==> src/rtl/demux16b5_router.sv <==
// ============================================================================
//  Module      : demux16b5_router
//  Description : Single-entry 1-to-5 demultiplexing router. A word accepted
//                on the input is loaded into the data register of the port
//                named by in_set and presented there with a valid flag until
//                that port's consumer takes it. Words addressed to a
//                nonexistent port (in_set 5..7) are discarded, and each
//                discard is reported by a one-cycle drop pulse.
//  Revision    : 1.0 - initial release
// ----------------------------------------------------------------------------
//  Ports
//    clk        in   1      rising-edge clock
//    rst_n      in   1      asynchronous active-low reset
//    in_data    in   WIDTH  word to route
//    in_set     in   3      destination port (0..4 valid, 5..7 invalid)
//    in_valid   in   1      in_data / in_set valid this cycle
//    in_ready   out  1      router accepts the word this cycle
//    out0..out4 out  WIDTH  per-port data registers
//    out_valid  out  5      bit k: outk holds an undelivered word
//    out_ready  in   5      bit k: consumer k takes outk this cycle
//    drop       out  1      pulse: an invalid-port word was discarded
//    err_count  out  8      saturating discard counter (optional)
//
//  Build option
//    DEMUX16B5_ERRCNT_EN : when defined, adds the err_count port and the
//                          saturating 8-bit discard counter behind it.
// ============================================================================
`default_nettype none

module demux16b5_router #(
  parameter int WIDTH = 16
) (
  input  logic             clk,
  input  logic             rst_n,
  input  logic [WIDTH-1:0] in_data,
  input  logic [2:0]       in_set,
  input  logic             in_valid,
  output logic             in_ready,
  output logic [WIDTH-1:0] out0,
  output logic [WIDTH-1:0] out1,
  output logic [WIDTH-1:0] out2,
  output logic [WIDTH-1:0] out3,
  output logic [WIDTH-1:0] out4,
  output logic [4:0]       out_valid,
  input  logic [4:0]       out_ready,
`ifdef DEMUX16B5_ERRCNT_EN
  output logic [7:0]       err_count,
`endif
  output logic             drop
);

  localparam int NPORTS = 5;

  localparam logic [0:0] ST_EMPTY = 1'b0;
  localparam logic [0:0] ST_FULL  = 1'b1;

  logic [0:0]       r_state;
  logic [2:0]       r_sel;
  logic [WIDTH-1:0] r_out [NPORTS];
  logic             r_drop;

  logic             w_sel_ready;
  logic             w_accept;
  logic             w_set_ok;
  logic             w_xfer_out;
  logic [4:0]       w_out_valid;
  logic [4:0]       w_load;

  // Readiness of the consumer currently addressed by the held word. r_sel
  // only ever holds 0..4, but the full 3-bit range is decoded so that no
  // out-of-range vector index is ever formed.
  always_comb begin
    w_sel_ready = 1'b0;
    case (r_sel)
      3'd0:    w_sel_ready = out_ready[0];
      3'd1:    w_sel_ready = out_ready[1];
      3'd2:    w_sel_ready = out_ready[2];
      3'd3:    w_sel_ready = out_ready[3];
      3'd4:    w_sel_ready = out_ready[4];
      default: w_sel_ready = 1'b0;
    endcase
  end

  // in_ready depends only on registered state and out_ready, never on
  // in_valid. When full, a new word is taken only in the cycle the held word
  // leaves, so the single entry is never overwritten.
  assign in_ready = (r_state == ST_EMPTY) || w_sel_ready;
  assign w_accept = in_valid && in_ready;
  assign w_set_ok = (in_set <= 3'd4);

  generate
    for (genvar k = 0; k < NPORTS; k++) begin : g_port
      assign w_out_valid[k] = (r_state == ST_FULL) && (r_sel == 3'(k));
      assign w_load[k]      = w_accept && (in_set == 3'(k));
    end
  endgenerate

  assign w_xfer_out = |(w_out_valid & out_ready);

  // Control state. A valid acceptance always leaves the router full (even if
  // the old word leaves in the same cycle); otherwise a delivery empties it.
  // An accepted invalid word leaves the state alone except for any delivery
  // happening in that same cycle.
  always_ff @(posedge clk or negedge rst_n) begin
    if (!rst_n) begin
      r_state <= ST_EMPTY;
      r_sel   <= 3'd0;
      r_drop  <= 1'b0;
    end else begin
      r_drop <= w_accept && !w_set_ok;
      if (w_accept && w_set_ok) begin
        r_state <= ST_FULL;
        r_sel   <= in_set;
      end else if (w_xfer_out) begin
        r_state <= ST_EMPTY;
      end
    end
  end

  // Per-port data registers: each one changes only when a word addressed to
  // its own port is accepted, so unselected ports keep their last value.
  always_ff @(posedge clk or negedge rst_n) begin
    if (!rst_n) begin
      for (int k = 0; k < NPORTS; k++) begin
        r_out[k] <= '0;
      end
    end else begin
      for (int k = 0; k < NPORTS; k++) begin
        if (w_load[k]) begin
          r_out[k] <= in_data;
        end
      end
    end
  end

`ifdef DEMUX16B5_ERRCNT_EN
  logic [7:0] r_err_cnt;

  // Counts on the same edge that raises drop; holds at 255.
  always_ff @(posedge clk or negedge rst_n) begin
    if (!rst_n) begin
      r_err_cnt <= 8'd0;
    end else if (w_accept && !w_set_ok && (r_err_cnt != 8'hFF)) begin
      r_err_cnt <= r_err_cnt + 8'd1;
    end
  end

  assign err_count = r_err_cnt;
`endif

  assign out0      = r_out[0];
  assign out1      = r_out[1];
  assign out2      = r_out[2];
  assign out3      = r_out[3];
  assign out4      = r_out[4];
  assign out_valid = w_out_valid;
  assign drop      = r_drop;

endmodule

`default_nettype wire

==> config.mk <==
export PLATFORM = sky130hd
export DESIGN_NAME = demux16b5_router
export DESIGN_NICKNAME = d
export VERILOG_FILES = /design/src/rtl/demux16b5_router.sv
export SDC_FILE = /design/constraint.sdc
export NUM_CORES = 1
export LEC_CHECK = 0
export ABC_AREA = 1
export BUFFER_PORTS_ARGS = -buffer_cell sky130_fd_sc_hd__buf_2
export CORE_MARGIN = 2
export CORE_UTILIZATION = 47
export DETAILED_ROUTE_END_ITERATION = 12
export GPL_ROUTABILITY_DRIVEN = 0
export PLACE_DENSITY_LB_ADDON = 0.25
export SKIP_CTS_REPAIR_TIMING = 1
export SYNTH_ARGS = -nofsm -noshare
export SYNTH_HDL_FRONTEND = slang
export SYNTH_SLANG_ARGS = --single-unit
==> constraint.sdc <==
create_clock -name clk -period 2.1 [get_ports clk]
set_clock_uncertainty 0.2 [all_clocks]
set_input_delay 0.105 -clock clk [delete_from_list [all_inputs] [get_ports clk]]
set_output_delay 0.105 -clock clk [all_outputs]
set_load 0.01 [all_outputs]
Word level (Yosys, flattened, before mapping) --
Index checks and enable logic that the tools add are counted. W data, S select, Z words.
Storage, ports and cells: register bits 85, bits of input ports 27, output and inout bits 87, word-level logic and storage cells 41
Cells by class: $lt $le $gt $ge 1, eq/ne operators 8, muxes and demuxes 3, bitwise logic cells 2, reductions and logical operators 19
Operator list (number):
- $logic_and A1 B1 Y1 | 13
- $eq A3 B2 Y1 const B | 4
- $eq A3 B1 Y1 const B | 2
- $eq A3 B3 Y1 const B | 2
- $logic_not A3 Y1 | 2
- $and A5 B5 Y5 | 1
- $pmux W1 S5 | 1
- $reduce_or A5 Y1 | 1
- $le A3 B3 Y1 const B | 1
- $mux W1 | 2
- $reduce_bool A2 Y1 | 1
- $logic_not A1 Y1 | 1
- $logic_or A1 B1 Y1 | 1
- $not A1 Y1 | 1

Longest topological paths before layout --
word-level depth 6, depth in mapped cells 9, mapped depth without buffers 8

Least setup slack after synthesis --
Ideal clock, no wire load.
path type reg2reg, from register r_sel[0], to register r_out, in the netlist out4[10], library setup time 117 ps, arrival 1288 ps, data required time 1783 ps, setup slack 494 ps, stages on the path, launching flop included 10, path buffers 1, clock period less this slack 1606 ps, cells stage by stage dfrtp_1 > nor2_1 > nand3_1 > nand2_1 > inv_2 > nand2_4 > nand3_2 > buf_4 > nand2_1 > nand2_1
Between the ends: longest elaborated chain between the ends 5, elaborated cells between the ends (all ways) 9, those cells by class eq/ne (4); mux (1); reduce/logical (4)
Ends and longest elaborated chain:
- from (decl) | line 58 | logic [2:0] r_sel;
- from (signal assigned) | line 113 | r_sel <= in_set;
- $eq A3 B3 Y1, or another cell as far along | line 74 | case (r_sel)
- $pmux W1 S5 * | line 74
- $logic_or A1 B1 Y1 * | line 87 | assign in_ready = (r_state == ST_EMPTY) || w_sel_ready;
- $logic_and A1 B1 Y1 * | line 88 | assign w_accept = in_valid && in_ready;
- $logic_and A1 B1 Y1 * | line 94 | assign w_load[k] = w_accept && (in_set == 3'(k));
- to (signal, indexed assignment) | line 130 | r_out[k] <= in_data;
- to (decl) | line 59 | logic [WIDTH-1:0] r_out [NPORTS];
Every way passes the cells marked *; elsewhere a longest branch is shown, timed or not. A chain may end at the register's enable or synchronous reset.

Worst setup path in the final report --
from register r_sel[1], to output in_ready
Between the ends: longest elaborated chain between the ends 3, elaborated cells between the ends (all ways) 7, those cells by class eq/ne (4); mux (1); reduce/logical (2)
Ends and longest elaborated chain:
- $eq A3 B3 Y1, or another cell as far along | line 74
- $pmux W1 S5 * | line 74
- $logic_or A1 B1 Y1 * | line 87
- to (decl) | line 38 | output logic in_ready,
Marks and branches as above.

==> flow_summary.json <==
{
  "worst-setup-path-type": "flip-flop to output pin",
  "viasPerCell": 5.375,
  "r2r_setup_slack_ps": 200,
  "grt_overflow": 0,
  "nFillCells": 667,
  "whs_ps": 95.84,
  "r2r_start": "r_sel[1]",
  "status": "finished clean",
  "path_cells": "inv_1 > nand4_1 > nand2_1 > inv_2 > nand2_4 > buf_12 > buf_2",
  "syn_to_final_growth_pct": 29.43,
  "synth_xor_area_frac": 0,
  "drc_errors": 0,
  "dp_hpwl_um": 6881,
  "cts_tree": "yes",
  "rr_endpoint": "out4[10]",
  "start_util": 0.4804,
  "max_stage_delay_ps": 480,
  "wl_um": 10290,
  "crit_required_ps": 1790,
  "diodes": 0,
  "clock_latency_ps": 350,
  "num_vias": 3456,
  "cp.arrival_ps": 1710,
  "synth_compound_area_frac": 0,
  "rsz0062_at_grt": "no",
  "finalHoldViolations": 0,
  "rows": 32,
  "period_share": 0.9598,
  "hold_path_class": "primary input to asynchronous set/reset pin",
  "grt_max_degree": 48,
  "ir_worst_vdd_v": 0.0006408,
  "clock.fmax_ghz": 0.4961,
  "drive_gt1_frac": 0.2994,
  "place_ws_ps": 137.6,
  "layout_setup_ws_ps": 84.41,
  "cp-start-kind": "flip-flop",
  "crit_buf_inv": 4,
  "cp_slowest_cell": "dfrtp_1",
  "async_flop_share": 1.000,
  "synth.avg_cell_area_um2": 9.093,
  "tightest_slew_ps": 598.0,
  "muxShareOfSynthArea": 0,
  "grt_pass1_wl_um": 15950,
  "synthSimpleGateAreaFrac": 0.3655,
  "path_max_fanout": 25,
  "ys_ff_latch": 85,
  "synth_flop_cell": "dfrtp_1",
  "end_kind": "output pin",
  "final_max_slew_viol_count": 0,
  "cp-startpoint": "r_sel[1]",
  "root_buffer": "clkbuf_8",
  "final_nets": 563,
  "clk_pin_slew_worst_paths_ps": 90,
  "syn_inst": 404,
  "r2r_cells": 8,
  "syn-cell-area_um2": 3674,
  "antenna_found_initial": 0,
  "timing.critical_path.max_delay_family": "buffers and inverters",
  "ant_nets": 0,
  "synth_nets": 431,
  "ys_types": 18,
  "die_w_um": 92.41,
  "layout_commonest_cell": "nand2_1",
  "fp.dieH_um": 92.41,
  "synth_top_family_by_area": "simple AND/OR/NAND/NOR gates",
  "die-area_um2": 8540,
  "htree_levels": 3,
  "cts_buffers": 9,
  "powerDensity_nw_per_um2": 1456,
  "ys_seq_area_frac": 0.5790,
  "drt_iter0_markers": 307,
  "wl_per_cell_um": 16.00,
  "coreArea_um2": 7647,
  "port_buffers": 113,
  "drt-pass1-iter-count": 4,
  "synthAdderAreaFrac": 0,
  "io_pins": 114,
  "clock-sinks": 85,
  "maxCapViolCount": 0,
  "synth_edf_count": 0,
  "grtUsageTotal": 0.2405,
  "grt_pass1_vias": 3103,
  "slew_headroom": 0.6013,
  "leakage_uw": 0.002617,
  "period_minus_slack_ps": 2016,
  "mostFrequentLayoutCells": "173 x nand2_1, 112 x buf_2, 85 x nand4_1",
  "yosysWarnings": 0,
  "clockBufferDepth": 2,
  "finalSetupViolations": 0
}
power breakdown:
part	switching, uW	internal, uW	leakage, uW
Sequential	502	2450	0.00106
Clock	616	476	0.0000870
Combinational	1720	1150	0.00147
Total	2840	4080	0.00262
kinds of logic after synthesis:
| logic type | after synthesis |
|---|---|
| AND/OR/NAND/NOR | 280 |
| flip-flops | 85 |
| buffers and inverters | 39 |
worst max-delay path by stage:
stage | to | depth (start not counted)
2_1_floorplan | out4[10] | 9
3_3_place_gp | out2[7] | 8
3_5_place_dp | out4[9] | 8
4_1_cts | in_ready | 7
5_1_grt | in_ready | 7
6_report | in_ready | 7
Yosys cell counts, types with 3 or more instances:
cell type | number | area, um2
nand2_1 | 173 | 649.4
dfrtp_1 | 85 | 2127
nand4_1 | 85 | 531.8
buf_2 | 10 | 50.05
buf_1 | 7 | 26.28
inv_1 | 7 | 26.28
clkbuf_1 | 5 | 18.77
nand3_2 | 5 | 50.05
buf_4 | 4 | 30.03
buf_6 | 4 | 45.04
nand3_1 | 3 | 15.01
nor2_2 | 3 | 18.77
nor3_2 | 3 | 30.03
nor4_1 | 3 | 18.77
flip-flops by register name (all words and copies together) (netlist names):
register,flops
r_sel,3
out0,16
out1,16
drop,1
r_state,1
out4,16
out3,16
out2,16
metal layers:
metal  track usage  up-vias  routed length [um]
li1              -     1641                   -
met1        0.3416     1645                4312
met2        0.3735      154                5013
met3       0.04963       16                 794
met4       0.07463        0                 167
met5             0        -                   0
metrics by stage:
| step | cell area, um2 | utilization | total power [uW] | TNS [ps] | std cells |
|---|---|---|---|---|---|
| 2_1_floorplan | 3674 | - | 4536 | 0 | 404 |
| 3_3_place_gp | 4302 | 0.5625 | 5589 | 0 | 601 |
| 3_5_place_dp | 4302 | 0.5625 | 5684 | 0 | 601 |
| 4_1_cts | 4484 | 0.5864 | 6771 | -132.2 | 617 |
| 5_1_grt | 4755 | 0.6217 | 7425 | 0 | 643 |
| 6_report | 4755 | 0.6217 | 6921 | 0 | 643 |
layout make-up:
type	count	area [um2]	area share
clock buffers	11	141.4	0.02974
clock inverters	5	41.29	0.008684
flip-flops and latches	85	2130	0.4479
inverters	9	33.78	0.007105
multi-input cells	280	1350	0.2839
well taps	102	127.6	0.02684
repair buffers	151	930.9	0.1958
Note: power is estimated with default switching activity, not from simulation.
